<file path="src/rtl/mac_pipe_pkg.sv">
// Shared types and helpers for the mac_pipe multiply-add/accumulate engine.
package mac_pipe_pkg;

    typedef enum logic [1:0] {
        MODE_MADD = 2'd0,
        MODE_ACC  = 2'd1
    } mac_mode_e;

    // Reserved mode encodings fold onto MADD.
    function automatic mac_mode_e decode_mode(input logic [1:0] mode);
        return (mode == 2'(MODE_ACC)) ? MODE_ACC : MODE_MADD;
    endfunction

    // Overflow of one addition, judged from the operand/result sign bits and the carry-out.
    function automatic logic mac_ovf(
        input logic is_signed,
        input logic x_msb,
        input logic y_msb,
        input logic sum_msb,
        input logic carry
    );
        if (is_signed) begin
            return (x_msb == y_msb) && (sum_msb != x_msb);
        end
        return carry;
    endfunction

endpackage

</file>
<file path="src/rtl/mac_pipe_if.sv">
// Input-beat and result handshake bundle for mac_pipe.
interface mac_pipe_if #(
    parameter int DATA_W = 8,
    parameter int ACC_W  = 2 * DATA_W + 4
);
    logic              in_valid;
    logic              in_ready;
    logic [DATA_W-1:0] a;
    logic [DATA_W-1:0] b;
    logic [DATA_W-1:0] c;
    logic [1:0]        mode;
    logic              last;
    logic              out_valid;
    logic              out_ready;
    logic [ACC_W-1:0]  data;
    logic              ovf;

    modport master (
        output in_valid, a, b, c, mode, last, out_ready,
        input  in_ready, out_valid, data, ovf
    );

    modport slave (
        input  in_valid, a, b, c, mode, last, out_ready,
        output in_ready, out_valid, data, ovf
    );
endinterface

</file>
<file path="src/rtl/mac_pipe_mul.sv">
// S1 operand register and S2 product register; kept separate so a DSP primitive can replace it.
module mac_pipe_mul
    import mac_pipe_pkg::*;
#(
    parameter int DATA_W = 8,
    parameter int SIGNED = 0
) (
    input  logic                  clk,
    input  logic                  rst,
    input  logic                  en,
    input  logic                  in_valid,
    input  logic [DATA_W-1:0]     a,
    input  logic [DATA_W-1:0]     b,
    input  logic [DATA_W-1:0]     c,
    input  logic [1:0]            mode,
    input  logic                  last,
    output logic                  s2_valid,
    output logic [2*DATA_W-1:0]   s2_prod,
    output logic [DATA_W-1:0]     s2_c,
    output mac_mode_e             s2_mode,
    output logic                  s2_last
);
    localparam int PROD_W = 2 * DATA_W;

    logic              s1_valid_q, s1_valid_d;
    logic [DATA_W-1:0] s1_a_q, s1_a_d;
    logic [DATA_W-1:0] s1_b_q, s1_b_d;
    logic [DATA_W-1:0] s1_c_q, s1_c_d;
    mac_mode_e         s1_mode_q, s1_mode_d;
    logic              s1_last_q, s1_last_d;

    logic              s2_valid_q, s2_valid_d;
    logic [PROD_W-1:0] s2_prod_q, s2_prod_d;
    logic [DATA_W-1:0] s2_c_q, s2_c_d;
    mac_mode_e         s2_mode_q, s2_mode_d;
    logic              s2_last_q, s2_last_d;

    logic [PROD_W-1:0] a_ext, b_ext;

    always_comb begin
        // Extending to full product width first makes one unsigned multiply serve both modes.
        a_ext = {{DATA_W{(SIGNED != 0) && s1_a_q[DATA_W-1]}}, s1_a_q};
        b_ext = {{DATA_W{(SIGNED != 0) && s1_b_q[DATA_W-1]}}, s1_b_q};

        // NOTE: every output gets a hold default before any branch, so no latch is inferred.
        s1_valid_d = s1_valid_q;
        s1_a_d     = s1_a_q;
        s1_b_d     = s1_b_q;
        s1_c_d     = s1_c_q;
        s1_mode_d  = s1_mode_q;
        s1_last_d  = s1_last_q;
        s2_valid_d = s2_valid_q;
        s2_prod_d  = s2_prod_q;
        s2_c_d     = s2_c_q;
        s2_mode_d  = s2_mode_q;
        s2_last_d  = s2_last_q;

        if (en) begin
            s1_valid_d = in_valid;
            s1_a_d     = a;
            s1_b_d     = b;
            s1_c_d     = c;
            s1_mode_d  = decode_mode(mode);
            s1_last_d  = last;
            s2_valid_d = s1_valid_q;
            s2_prod_d  = a_ext * b_ext;
            s2_c_d     = s1_c_q;
            s2_mode_d  = s1_mode_q;
            s2_last_d  = s1_last_q;
        end
    end

    // NOTE: registers update only with non-blocking assignments so all flops sample the same edge.
    always_ff @(posedge clk or posedge rst) begin
        if (rst) begin
            s1_valid_q <= 1'b0;
            s1_a_q     <= '0;
            s1_b_q     <= '0;
            s1_c_q     <= '0;
            s1_mode_q  <= MODE_MADD;
            s1_last_q  <= 1'b0;
            s2_valid_q <= 1'b0;
            s2_prod_q  <= '0;
            s2_c_q     <= '0;
            s2_mode_q  <= MODE_MADD;
            s2_last_q  <= 1'b0;
        end else begin
            s1_valid_q <= s1_valid_d;
            s1_a_q     <= s1_a_d;
            s1_b_q     <= s1_b_d;
            s1_c_q     <= s1_c_d;
            s1_mode_q  <= s1_mode_d;
            s1_last_q  <= s1_last_d;
            s2_valid_q <= s2_valid_d;
            s2_prod_q  <= s2_prod_d;
            s2_c_q     <= s2_c_d;
            s2_mode_q  <= s2_mode_d;
            s2_last_q  <= s2_last_d;
        end
    end

    assign s2_valid = s2_valid_q;
    assign s2_prod  = s2_prod_q;
    assign s2_c     = s2_c_q;
    assign s2_mode  = s2_mode_q;
    assign s2_last  = s2_last_q;

endmodule

</file>
<file path="src/rtl/mac_pipe.sv">
// Pipelined multiply-add / dot-product engine: handshake, S3 adder/accumulator and packet state.
module mac_pipe
    import mac_pipe_pkg::*;
#(
    parameter int DATA_W = 8,
    parameter int ACC_W  = 2 * DATA_W + 4,
    parameter int SIGNED = 0
) (
    input  logic       clk,
    input  logic       rst,
    mac_pipe_if.slave  bus
);
    localparam int PROD_W = 2 * DATA_W;

    logic              en;
    logic              s2_valid;
    logic [PROD_W-1:0] s2_prod;
    logic [DATA_W-1:0] s2_c;
    mac_mode_e         s2_mode;
    logic              s2_last;

    logic              out_valid_q, out_valid_d;
    logic [ACC_W-1:0]  data_q, data_d;
    logic              ovf_q, ovf_d;
    logic [ACC_W-1:0]  acc_q, acc_d;
    logic              acc_active_q, acc_active_d;
    logic              acc_ovf_q, acc_ovf_d;

    logic [ACC_W-1:0]  prod_ext, c_ext, base;
    logic [ACC_W:0]    sum_full;
    logic              is_acc, continuing, add_ovf, ovf_run;

    // A stalled result freezes the whole pipeline, so the input side stalls in the same cycle.
    assign en          = !out_valid_q || bus.out_ready;
    assign bus.in_ready = en;

    mac_pipe_mul #(
        .DATA_W (DATA_W),
        .SIGNED (SIGNED)
    ) u_mul (
        .clk      (clk),
        .rst      (rst),
        .en       (en),
        .in_valid (bus.in_valid),
        .a        (bus.a),
        .b        (bus.b),
        .c        (bus.c),
        .mode     (bus.mode),
        .last     (bus.last),
        .s2_valid (s2_valid),
        .s2_prod  (s2_prod),
        .s2_c     (s2_c),
        .s2_mode  (s2_mode),
        .s2_last  (s2_last)
    );

    always_comb begin
        prod_ext   = {{(ACC_W - PROD_W){(SIGNED != 0) && s2_prod[PROD_W-1]}}, s2_prod};
        c_ext      = {{(ACC_W - DATA_W){(SIGNED != 0) && s2_c[DATA_W-1]}}, s2_c};
        is_acc     = (s2_mode == MODE_ACC);
        continuing = is_acc && acc_active_q;
        base       = continuing ? acc_q : c_ext;
        sum_full   = {1'b0, base} + {1'b0, prod_ext};
        add_ovf    = mac_ovf(SIGNED != 0, base[ACC_W-1], prod_ext[ACC_W-1],
                             sum_full[ACC_W-1], sum_full[ACC_W]);
        // Overflow is sticky only within an open packet; a fresh packet or MADD starts clean.
        ovf_run    = add_ovf || (continuing && acc_ovf_q);

        out_valid_d  = out_valid_q;
        data_d       = data_q;
        ovf_d        = ovf_q;
        acc_d        = acc_q;
        acc_active_d = acc_active_q;
        acc_ovf_d    = acc_ovf_q;

        if (en) begin
            out_valid_d = 1'b0;
            if (s2_valid) begin
                if (is_acc && !s2_last) begin
                    acc_d        = sum_full[ACC_W-1:0];
                    acc_active_d = 1'b1;
                    acc_ovf_d    = ovf_run;
                end else begin
                    out_valid_d = 1'b1;
                    data_d      = sum_full[ACC_W-1:0];
                    ovf_d       = ovf_run;
                    if (is_acc) begin
                        acc_active_d = 1'b0;
                    end
                end
            end
        end
    end

    always_ff @(posedge clk or posedge rst) begin
        if (rst) begin
            out_valid_q  <= 1'b0;
            data_q       <= '0;
            ovf_q        <= 1'b0;
            acc_q        <= '0;
            acc_active_q <= 1'b0;
            acc_ovf_q    <= 1'b0;
        end else begin
            out_valid_q  <= out_valid_d;
            data_q       <= data_d;
            ovf_q        <= ovf_d;
            acc_q        <= acc_d;
            acc_active_q <= acc_active_d;
            acc_ovf_q    <= acc_ovf_d;
        end
    end

    assign bus.out_valid = out_valid_q;
    assign bus.data      = data_q;
    assign bus.ovf       = ovf_q;

endmodule

</file>
<file path="src/flat_wrapper.sv">
// flat-port wrapper written by rule: the top's interface ports become plain ports
module mac_pipe_flat import mac_pipe_pkg::*;
#(
    parameter int DATA_W = 8,
    parameter int ACC_W  = 2 * DATA_W + 4,
    parameter int SIGNED = 0
)
  (clk, rst, bus_in_valid, bus_a, bus_b, bus_c, bus_mode, bus_last, bus_out_ready, bus_in_ready, bus_out_valid, bus_data, bus_ovf);
  mac_pipe_if #(.DATA_W(DATA_W), .ACC_W(ACC_W)) bus_i ();
  input  logic clk;
  input  logic rst;
  input wire logic [$bits(bus_i.in_valid)-1:0] bus_in_valid;
  input wire logic [$bits(bus_i.a)-1:0] bus_a;
  input wire logic [$bits(bus_i.b)-1:0] bus_b;
  input wire logic [$bits(bus_i.c)-1:0] bus_c;
  input wire logic [$bits(bus_i.mode)-1:0] bus_mode;
  input wire logic [$bits(bus_i.last)-1:0] bus_last;
  input wire logic [$bits(bus_i.out_ready)-1:0] bus_out_ready;
  output wire logic [$bits(bus_i.in_ready)-1:0] bus_in_ready;
  output wire logic [$bits(bus_i.out_valid)-1:0] bus_out_valid;
  output wire logic [$bits(bus_i.data)-1:0] bus_data;
  output wire logic [$bits(bus_i.ovf)-1:0] bus_ovf;
  assign bus_i.in_valid = bus_in_valid;
  assign bus_i.a = bus_a;
  assign bus_i.b = bus_b;
  assign bus_i.c = bus_c;
  assign bus_i.mode = bus_mode;
  assign bus_i.last = bus_last;
  assign bus_i.out_ready = bus_out_ready;
  assign bus_in_ready = bus_i.in_ready;
  assign bus_out_valid = bus_i.out_valid;
  assign bus_data = bus_i.data;
  assign bus_ovf = bus_i.ovf;
  mac_pipe #(.DATA_W(DATA_W), .ACC_W(ACC_W), .SIGNED(SIGNED)) u_core (.clk(clk), .rst(rst), .bus(bus_i));
endmodule
</file>
<file path="config.mk">
export PLATFORM = sky130hd
export DESIGN_NAME = mac_pipe_flat
export DESIGN_NICKNAME = d
export VERILOG_FILES = /design/src/rtl/mac_pipe_pkg.sv /design/src/rtl/mac_pipe_if.sv /design/src/rtl/mac_pipe_mul.sv /design/src/rtl/mac_pipe.sv /design/src/flat_wrapper.sv
export SDC_FILE = /design/constraint.sdc
export NUM_CORES = 1
export LEC_CHECK = 0
export CAP_MARGIN = 30
export CORE_UTILIZATION = 50
export DETAILED_ROUTE_END_ITERATION = 12
export PLACE_DENSITY = 0.82
export SLEW_MARGIN = 20
export SYNTH_ARGS = -nofsm -noshare
export SYNTH_HDL_FRONTEND = slang
export SYNTH_SLANG_ARGS = --single-unit
</file>
<file path="constraint.sdc">
create_clock -name clk -period 4.07 [get_ports clk]
set_clock_uncertainty 0.1 [all_clocks]
set_input_delay 0.6105 -clock clk [delete_from_list [all_inputs] [get_ports clk]]
set_output_delay 0.6105 -clock clk [all_outputs]
set_load 0.02 [all_outputs]
</file>
---- Yosys cells after proc, flatten, opt, wreduce, memory -nomap -nowiden ----
Cells that the tools add are included.
word-level totals
  flip-flop bits (word level) ............. 100
  input port bits ......................... 31
  output and inout bits ................... 23
  logic and storage cells ................. 39
operators by class
  add/subtract/negate cells ............... 1
  multipliers ............................. 1
  equality and inequality tests ........... 2
  multiplexer cells ....................... 6
  bitwise gates (word level) .............. 1
  reductions and logical operators ........ 11
operators by type and width
  operator            count
  $add 20x16->21      1
  $mux 20             1
  $mul 8x8->16        1
  $reduce_and 3->1    3
  $mux 1              5
  $eq 2x1->1 const B  2
  $logic_and 1x1->1   3
  $logic_not 1->1     2
  $logic_or 1x1->1    2
  $reduce_bool 2->1   1
  $not 1->1           1

---- Longest topological paths before layout ----
Gate-level depths: netlist of the first run.
  depth in word-level cells ............... 5
  gate-level depth with buffers ........... 17
  gate-level depth less buffers ........... 17

---- By module ----
From an unflattened synthesis of the first run, not the netlist that was laid out.
unflattened totals
  cell total of the unflattened synthesis .. 740
  area, all modules ....................... 7,054.3 um^2
modules (own cells, without submodules)
  module        instances  cells an instance  area each (um^2)  seq. area each (um^2)
  mac_pipe_mul  1          363                4,066.4           1,351.3
  mac_pipe      1          377                2,987.9           1,101.1

---- Worst setup path after synthesis of the first run ----
Ideal clock, no wire load.
  kind .................................... register to register
  start point ............................. reg u_core.u_mul.s1_b_q[4]
  end point ............................... reg u_core.u_mul.s2_prod_q[12], in the netlist u_core.u_mul.s2_prod[12]
  setup time .............................. 0.148 ns
  arrival time ............................ 4.134 ns
  required time ........................... 3.822 ns
  setup slack ............................. -0.312 ns
  stages on the path, launching flop included .. 16
  period minus slack after synthesis ...... 4.382 ns
  cells stage by stage .................... dfrtp_1 -> and2_1 -> fa_1 -> fa_1 -> inv_1 -> fa_1 -> fa_1 -> inv_1 -> ha_1 -> nand2_1 -> o21ai_0 -> or4_1 -> a31oi_1 -> o21ai_0 -> xnor2_1 -> a21oi_1
on the way
  cells in the longest elaborated chain, start to end .. 1
RTL lines
  what                    RTL line            text
  from (decl)             mac_pipe_mul.sv:27  logic [DATA_W-1:0] s1_b_q, s1_b_d;
  from (signal assigned)  mac_pipe_mul.sv:78  s1_b_q <= '0;
  from (signal assigned)  mac_pipe_mul.sv:90  s1_b_q <= s1_b_d;
  $mul 8x8->16            mac_pipe_mul.sv:66  s2_prod_d = a_ext * b_ext;
  to (signal assigned)    mac_pipe_mul.sv:95  s2_prod_q <= s2_prod_d;
  to (decl)               mac_pipe_mul.sv:33  logic [PROD_W-1:0] s2_prod_q, s2_prod_d;
No other way between the ends.
A chain may end at the register's enable or synchronous reset.

---- Final worst setup path of the first run ----
  start point ............................. reg u_core.u_mul.s1_a_q[3]
  end point ............................... reg u_core.u_mul.s2_prod_q[13], in the netlist u_core.u_mul.s2_prod[13]
on the way
  cells in the longest elaborated chain, start to end .. 1
RTL lines
  what                    RTL line            text
  from (decl)             mac_pipe_mul.sv:26  logic [DATA_W-1:0] s1_a_q, s1_a_d;
  from (signal assigned)  mac_pipe_mul.sv:77  s1_a_q <= '0;
  from (signal assigned)  mac_pipe_mul.sv:89  s1_a_q <= s1_a_d;
  $mul 8x8->16            mac_pipe_mul.sv:66
No other way between the ends.

==> run_results.csv, run 1 <==
group,metric,value,unit
sta,fin_crit_sh,103.8,%
cts,clk-insertion-delay-late,0.35,ns
yosys,ys_types,50,
critical_path,path_cells,"and2_4 > fa_2 > fa_1 > inv_1 > fa_1 > fa_1 > inv_2 > ha_4 > o21a_1 > o31a_1 > o41ai_4 > o21ai_1 > a21oi_2 > xor2_1 > o21ai_1",
yosys,syn_nets,840,
floorplanning,pin_count,54,
global_route,grt.total_usage,21.30,%
critical_path,crit_arrival,4.34,ns
yosys,synth_top_area_cell,"dfrtp_1",
global_route,grt_start_max_net_pins,60,
sta,hold_viol_final,0,
place,dp.final_hpwl,10.17,mm
floorplanning,die_area,13780,um2
global_route,grt_pass1_vias,4997,
sta,fmax,0.2366,GHz
critical_path,cp.required,4.18,ns
yosys,synth_edf_count,0,
critical_path,max_stage_delay,0.50,ns
sta,finalMaxSlewViolations,0,
yosys,syn_area,6656,um2
critical_path,endpoint_kind,"register",
yosys,syn_inst,720,
routing,drc,0,
yosys,syn_avg_cell_area,9.245,um2
finish,fillers,1022,
status,outcome,"complete, but fails checks",
cts,clkSinkCount,98,
critical_path,worst-path-buf-inv,2,
critical_path,cp_common_cell,"fa_1",
routing,postRouteAntennaNets,0,
finish,drive_gt1_share,17.39,%
routing,routed_wl,13.64,mm
finish,antennaDiodeCount,0,
cts,cts.clk_slew.worst_paths,0.07,ns
cts,clockRootBuffer,"clkbuf_16",
global_route,overflow,0,
finish,final_cells,983,
critical_path,cp_max_fo,7,
global_route,antenna_found_initial,0,
status,violations,"setup timing",
sta,rsz0062_at_grt,"yes",
place,place_area,7661,um2
cts,cts_buffer_depth,2,
critical_path,crit_family,"adder cells",
floorplanning,core_region_area,12820,um2
sta,max_slew_margin,39.35,%
routing,avgViaCountPerCell,5.158,
finish,fin_area,8169,um2
floorplanning,die_w,117.4,um
critical_path,setup.worst_path.class,"reg2reg",
cts,cts_buffers,9,
yosys,ys_ff_latch,98,
yosys,synth_flop_cell,"dfrtp_1",
sta,setup_tns,-0.7595,ns
yosys,synth_area_leaders,"dfrtp_1, nand2_1, fa_1",
hold_path,hold_path_class,"reg2reg",
yosys,synth-async-reset-ratio,100.0,%
routing,first_pass_iters,5,
finish,area_growth,22.73,%
place,io_buffers,53,
sta,setup_violations,6,
sta,fin_ws,-0.1566,ns
routing,wl_per_cell,13.88,um
finish,final_nets,926,
yosys,yosys_warnings,0,
cts,htree_levels,3,
job,maxCapViolCount,0,
yosys,synth_top_area_share,36.84,%
yosys,ys_seq_area_share,36.84,%
floorplanning,start_util,51.90,%
sta,period_needed,4.227,ns
cts,tritoncts,"yes",
sta,worstMarginPinSlew,0.9072,ns
place,dp_slack,-0.2256,ns
floorplanning,core.rowCount,41,
place,placed_cells,959,
place,place_congestion,0.8982,
critical_path,slowest_stage,"fa_1",
global_route,grt_pass1_wl,23.69,mm
floorplanning,die_h,117.4,um
routing,num_vias,5070,
routing,first_iter_violations,301,
critical_path,startpoint_type,"register",
## tightest hold or removal path, cell delays in order, from the launching register on
cell	delay [ns]
dfrtp_1	0.34
nand2_1	0.05
nand2_1	0.05
## stage by stage
stage                     hold slack, ns  util (%)
final                             0.3641     63.70
after global routing              0.3949     63.70
after CTS                         0.3699     62.99
after detailed placement          0.3558     59.74
after global placement            0.3497     59.74
after floorplan                   0.3386         -
## path summary, 6_finish.rpt
check / start / endpoint / slack [ns] / cells after the start
max: u_core.u_mul.s1_a_q[3] / u_core.u_mul.s2_prod[13] / -0.16 / 15
max reg2reg: u_core.u_mul.s1_a_q[3] / u_core.u_mul.s2_prod[13] / -0.16 / 15
min reg2reg: u_core.u_mul.s1_c_q[4] / u_core.u_mul.s2_c[4] / 0.36 / 2
min in group asynchronous: rst / u_core.u_mul.s1_a_q[7] / 0.64 / 2
min: u_core.u_mul.s1_c_q[4] / u_core.u_mul.s2_c[4] / 0.36 / 2
max in group asynchronous: rst / u_core.bus.data[10] / 2.49 / 3
## flip-flops by register name (all words and copies together) (netlist names), 8 cells and up
name / flops
u_core.acc_q: 20
u_core.u_mul.s1_c_q: 8
u_core.u_mul.s2_prod: 16
u_core.bus.data: 20
u_core.u_mul.s1_a_q: 8
u_core.u_mul.s2_c: 8
u_core.u_mul.s1_b_q: 8
## layout by cell type, fill, tap and decap left out, types with 3 or more instances in the layout
cell type / n
a21oi_2: 3
a31oi_1: 4
a21o_1: 5
o21ai_0: 24
xor2_1: 10
dfrtp_1: 86
inv_1: 49
and2_4: 6
a21oi_1: 18
mux2_2: 22
nand3_1: 4
inv_2: 4
o21ai_2: 4
and2_1: 47
fa_2: 4
ha_1: 47
nand2_1: 199
o21ai_1: 14
xnor2_1: 14
clkdlybuf4s50_1: 53
buf_4: 43
clkbuf_16: 9
buf_6: 3
and3_1: 11
a211oi_1: 3
dfrtp_2: 12
nand2b_1: 5
nor2_1: 15
ha_4: 4
fa_1: 33
## cell type report
cell class / count / area, um2 / area share (%)
clock buffer: 13 / 260.3 / 3.186
sequential: 98 / 2467 / 30.20
multi-input combinational: 543 / 4084 / 49.99
tap: 172 / 215.2 / 2.634
timing repair buffer: 99 / 887.1 / 10.86
inverter: 55 / 209.0 / 2.558
clock inverter: 3 / 46.29 / 0.5667
## routing by layer
metal | up-vias | GRT usage, % | share of wire (%)
li1 | 2517 | - | -
met1 | 2437 | 28.24 | 46
met2 | 105 | 35.58 | 50
met3 | 11 | 4.086 | 3.4
met4 | 0 | 5.763 | 1.1
met5 | - | 0 | 0
## cell usage after synthesis, drive strengths merged (4+ instances only)
master,count
a211oi,4
a21o,6
xnor2,14
nand3,4
ha,52
nor2b,4
nand2b,5
and2,53
clkbuf,21
o21ai,42
nand2,203
nor2,17
mux2,22
fa,37
a31oi,5
dfrtp,98
a21oi,21
xor2,10
inv,55
and3,11
## logic make-up after synthesis
logic type	synth area share, %
multiplexers	3.722
adder cells (fa/ha/maj)	20.90
buffers and inverters	4.455
XOR/XNOR	3.158
AO/OA/AOI/OAI	10.17
AND/OR/NAND/NOR	20.75
flip-flops	36.84
## what timing repair did
action                     CTS  global route
gates resized for setup     23            25
buffers inserted             5             3
setup endpoints to repair    6             7
pin swaps                    7            13
hold endpoints to repair     0             0
hold buffers                 0             0
Power of run 1 is left out: the tool's default activity adds up to more than one toggle a clock period on the data nets, which glitch-free logic cannot reach.
==> run 2: changes to the inputs <==
--- a/config.mk
+++ b/config.mk
@@ -8,7 +8,7 @@
 export CAP_MARGIN = 30
 export CORE_UTILIZATION = 50
 export DETAILED_ROUTE_END_ITERATION = 12
-export PLACE_DENSITY = 0.82
+export PLACE_DENSITY = 0.79
 export SLEW_MARGIN = 20
 export SYNTH_ARGS = -nofsm -noshare
 export SYNTH_HDL_FRONTEND = slang
==> constraint.sdc (replaced) <==
create_clock -name clk -period 4.5 [get_ports clk]
set_clock_uncertainty 0.1 [all_clocks]
set_input_delay 0.675 -clock clk [delete_from_list [all_inputs] [get_ports clk]]
set_output_delay 0.675 -clock clk [all_outputs]
set_load 0.02 [all_outputs]
==> run_results.csv, run 2 (synthesized netlist as in run 1, its figures left out) <==
group,metric,value,unit
floorplanning,pin_count,54,
finish,final_common_cell,"nand2_1",
global_route,grt_start_max_net_pins,56,
finish,drive_gt1_share,14.30,%
hold_path,holdCritStartpoint,"u_core.u_mul.s1_c_q[2]",
sta,max_slew_margin,56.24,%
place,dp.final_hpwl,11.02,mm
status,outcome,"completed",
routing,drc,0,
sta,rsz0062_at_grt,"yes",
finish,layout_common_cells,"nand2_1, dfrtp_1, clkdlybuf4s50_1, inv_1, and2_1",
floorplanning,die_area,13780,um2
routing,first_iter_violations,302,
hold_path,hold_path_class,"reg2reg",
job,maxCapViolCount,0,
hold_path,min_path_cells,2,
sta,setup_tns,0,ns
finish,antennaDiodeCount,0,
sta,setup_violations,0,
routing,avgViaCountPerCell,5.243,
critical_path,crit_arrival,4.58,ns
critical_path,cp_max_fo,4,
finish,final_nets,919,
critical_path,r2r-end,"u_core.u_mul.s2_prod[15]",
place,io_buffers,53,
global_route,grt_pass1_wl,24.59,mm
floorplanning,core.rowCount,41,
critical_path,crit_family,"adder cells",
routing,wl_per_cell,14.69,um
critical_path,endpoint_kind,"register",
global_route,overflow,0,
finish,fin_area,8088,um2
sta,whs,0.3740,ns
cts,holdBufCountCts,0,
critical_path,worst-path-buf-inv,5,
critical_path,crit_start,"u_core.u_mul.s1_b_q[4]",
finish,finish.utilization,63.06,%
routing,num_vias,5117,
cts,clk-insertion-delay-late,0.36,ns
critical_path,setup.worst_path.class,"reg2reg",
floorplanning,core_region_area,12820,um2
critical_path,cp.required,4.64,ns
place,place_congestion,0.8860,
critical_path,reg2reg_depth,18,
critical_path,cp_common_cell,"fa_1",
finish,area_growth,21.50,%
critical_path,slowest_stage,"fa_1",
cts,cts_buffer_depth,2,
cts,clkSinkCount,98,
hold_path,hold_path_end,"u_core.u_mul.s2_c[2]",
sta,hold_viol_final,0,
place,place_area,7590,um2
critical_path,path_cells,"buf_6 > nand2_4 > fa_1 > fa_1 > inv_2 > fa_1 > inv_1 > fa_1 > inv_2 > ha_4 > o21a_1 > o31a_1 > o41ai_2 > buf_4 > o21ai_0 > a21oi_1 > xnor2_1 > a21oi_1",
routing,routed_wl,14.34,mm
cts,tritoncts,"yes",
critical_path,max_stage_delay,0.57,ns
sta,worstMarginPinSlew,0.6564,ns
cts,cts.clk_slew.worst_paths,0.07,ns
floorplanning,start_util,51.90,%
cts,htree_levels,3,
global_route,antenna_found_initial,0,
routing,postRouteAntennaNets,0,
global_route,grt_pass1_vias,5245,
sta,finalMaxSlewViolations,0,
critical_path,r2r_start,"u_core.u_mul.s1_b_q[4]",
critical_path,timing.reg2reg.setup_slack,0.06,ns
sta,fmax,0.2254,GHz
cts,clockRootBuffer,"clkbuf_16",
routing,first_pass_iters,4,
sta,period_needed,4.437,ns
sta,fin_crit_sh,98.60,%
floorplanning,die_w,117.4,um
global_route,grt.total_usage,22.20,%
floorplanning,die_h,117.4,um
critical_path,startpoint_type,"register",
cts,cts_buffers,9,
-- run 2: how the worst max path moves through the flow --
stage | end | slack [ns] | depth (start not counted)
detailed placement | u_core.u_mul.s2_prod[13] | -0.11 | 18
global placement | u_core.u_mul.s2_prod[13] | 0.03 | 16
CTS | u_core.u_mul.s2_prod[14] | 0.02 | 14
finish | u_core.u_mul.s2_prod[15] | 0.06 | 18
global route | u_core.u_mul.s2_prod[15] | -0.09 | 18
floorplan | u_core.u_mul.s2_prod[12] | 0.12 | 15
-- run 2: final cells by class --
cell class                 count  area, um2
inverter                      55      209.0
sequential                    98       2455
timing repair buffer          92      843.3
tap                          172      215.2
clock inverter                 6      76.32
multi-input combinational    543       4050
clock buffer                  10      239.0
fill                        1116       4737
-- run 2: what timing repair did --
item,4_1_cts,5_1_grt
gates resized for setup,9,29
pin swaps,11,28
endpoints found under the setup margin,6,6
buffers inserted,2,3
-- run 2: layer usage --
layer	global-route usage, %	vias up	wire length (um)
met5	0	-	0
met4	6.494	0	208
met3	4.864	19	498
met2	38.09	115	7321
met1	28.00	2481	6309
li1	-	2502	-
-- run 2: worst min-delay path, delay by kind of cell, from the launching register on --
family	cells	cell delay [ns]
flops	1	0.34
simple gates	2	0.10
-- run 2: metrics by stage --
| stage | setup WS [ns] | instances |
|---|---|---|
| 2_1_floorplan | 0.1179 | 720 |
| 3_3_place_gp | 0.03451 | 954 |
| 3_5_place_dp | -0.1144 | 955 |
| 4_1_cts | 0.02317 | 973 |
| 5_1_grt | -0.08936 | 976 |
| 6_report | 0.06307 | 976 |
Power of run 2 is left out for the same reason.
==> run 3: changes to the inputs <==
--- a/config.mk
+++ b/config.mk
@@ -8,7 +8,7 @@
 export CAP_MARGIN = 30
 export CORE_UTILIZATION = 50
 export DETAILED_ROUTE_END_ITERATION = 12
-export PLACE_DENSITY = 0.79
+export PLACE_DENSITY = 0.7
 export SLEW_MARGIN = 20
 export SYNTH_ARGS = -nofsm -noshare
 export SYNTH_HDL_FRONTEND = slang
==> run_results.csv, run 3 (synthesized netlist as in run 1, its figures left out) <==
group,metric,value,unit
cts,cts_buffers,9,
global_route,use_met2,36.72,%
global_route,grt_pass1_vias,5011,
status,outcome,"completed",
floorplanning,core.rowCount,41,
global_route,use_met1,28.89,%
global_route,overflow,0,
cts,tritoncts,"yes",
sta,finalMaxSlewViolations,0,
sta,setup_violations,0,
routing,avgViaCountPerCell,5.153,
routing,drc,0,
global_route,grt_start_max_net_pins,56,
routing,postRouteAntennaNets,0,
finish,final_nets,918,
global_route,grt.total_usage,22.00,%
critical_path,cp.required,4.62,ns
critical_path,crit_arrival,4.54,ns
floorplanning,core_region_area,12820,um2
place,dp.final_hpwl,10.56,mm
global_route,busiest_layer,"met2",
global_route,grt_pass1_wl,24.23,mm
global_route,grt.met3_usage,3.940,%
floorplanning,die_area,13780,um2
sta,hold_viol_final,0,
cts,cts.clk_slew.worst_paths,0.07,ns
sta,worstMarginPinSlew,0.7570,ns
critical_path,setup.worst_path.class,"reg2reg",
sta,max_slew_margin,49.48,%
cts,clk-insertion-delay-late,0.35,ns
finish,drive_gt1_share,14.82,%
global_route,antenna_found_initial,0,
place,io_buffers,53,
cts,holdBufCountCts,0,
cts,htree_levels,3,
critical_path,reg2reg_depth,18,
critical_path,r2r_start,"u_core.u_mul.s1_b_q[4]",
sta,period_needed,4.424,ns
critical_path,timing.reg2reg.setup_slack,0.08,ns
routing,routed_wl,14.11,mm
critical_path,startpoint_type,"register",
floorplanning,start_util,51.90,%
finish,area_growth,20.86,%
critical_path,endpoint_kind,"register",
critical_path,cp_max_fo,4,
routing,wl_per_cell,14.47,um
sta,fin_crit_sh,98.30,%
floorplanning,die_w,117.4,um
hold_path,min_path_cells,2,
sta,rsz0062_at_grt,"yes",
hold_path,hold_path_end,"u_core.u_mul.s1_c_q[2]",
hold_path,holdCritStartpoint,"u_core.u_mul.s1_c_q[2]",
hold_path,hold_path_class,"reg2reg",
floorplanning,die_h,117.4,um
floorplanning,pin_count,54,
cts,clockRootBuffer,"clkbuf_16",
finish,layout_common_cells,"nand2_1, dfrtp_1, clkdlybuf4s50_1, and2_1, inv_1",
cts,clkSinkCount,98,
job,maxCapViolCount,0,
finish,final_common_cell,"nand2_1",
routing,first_iter_violations,260,
routing,num_vias,5024,
cts,cts_buffer_depth,2,
finish,antennaDiodeCount,0,
critical_path,r2r-end,"u_core.u_mul.s2_prod[13]",
sta,fmax,0.2261,GHz
sta,whs,0.3680,ns
routing,first_pass_iters,5,
place,place_congestion,0.9364,
[run 3: changes by cell type in the layout (fill, tap and decap cells not counted), moves of 2 or more]
cell / delta
dfrtp_1: -3
ha_1: -2
inv_2: +2
o21ai_0: -2
o21ai_1: +2
inv_1: -2
a21oi_1: +2
clkinvlp_4: +2
a21oi_2: -2
ha_2: +2
dfrtp_2: +3
[run 3: how the worst max path moves through the flow]
stage / from / end / slack [ns] / cells after the start
global route: u_core.u_mul.s1_b_q[4] / u_core.u_mul.s2_prod[13] / -0.05 / 18
finish: u_core.u_mul.s1_b_q[4] / u_core.u_mul.s2_prod[13] / 0.08 / 18
global placement: u_core.u_mul.s1_b_q[4] / u_core.u_mul.s2_prod[13] / -0.02 / 16
detailed placement: u_core.u_mul.s1_b_q[4] / u_core.u_mul.s2_prod[12] / -0.13 / 15
CTS: u_core.u_mul.s1_b_q[4] / u_core.u_mul.s2_prod[12] / 0.007 / 15
floorplan: u_core.u_mul.s1_b_q[4] / u_core.u_mul.s2_prod[12] / 0.12 / 15
[run 3: cell type report]
type,instances,area [um2]
fillers,1063,4780
flip-flops and latches,98,2459
inverters,55,209.0
clock buffers,10,239.0
well taps,172,215.2
multi-input cells,543,4033
repair buffers,91,843.3
clock inverters,6,47.55
[run 3: metrics by stage]
| step | setup TNS [ns] | setup WS [ns] | utilization [%] | instances | area [um2] |
|---|---|---|---|---|---|
| detailed placement | -0.4513 | -0.1327 | 58.95 | 950 | 7560 |
| global route | -0.1053 | -0.05468 | 62.73 | 975 | 8045 |
| floorplan | 0 | 0.1179 | - | 720 | 6656 |
| CTS | 0 | 0.006652 | 61.76 | 968 | 7920 |
| global placement | -0.02688 | -0.02291 | 58.73 | 949 | 7532 |
| finish | 0 | 0.07641 | 62.73 | 975 | 8045 |
[run 3: worst max-delay path: stages, from the launching register on]
cell	delay (ns)
dfrtp_1	0.38
buf_4	0.14
buf_4	0.13
and2_1	0.16
fa_1	0.55
fa_1	0.44
fa_1	0.55
inv_1	0.06
fa_1	0.52
inv_1	0.04
ha_2	0.32
nor2_1	0.05
nor2_1	0.13
o41ai_2	0.09
buf_4	0.14
o21ai_1	0.15
a21oi_1	0.10
xor2_1	0.17
o21ai_1	0.07
[run 3: repair_timing]
item,in CTS,in global routing
gates resized for setup,14,28
pin swaps,6,27
setup buffers,2,7
endpoints found under the setup margin,6,6
[run 3: layer usage]
metal / wire length [um] / up-vias
li1: - / 2505
met1: 6480 / 2393
met2: 6867 / 100
met4: 251 / 0
met3: 513 / 26
met5: 0 / -
Power of run 3 is left out for the same reason.
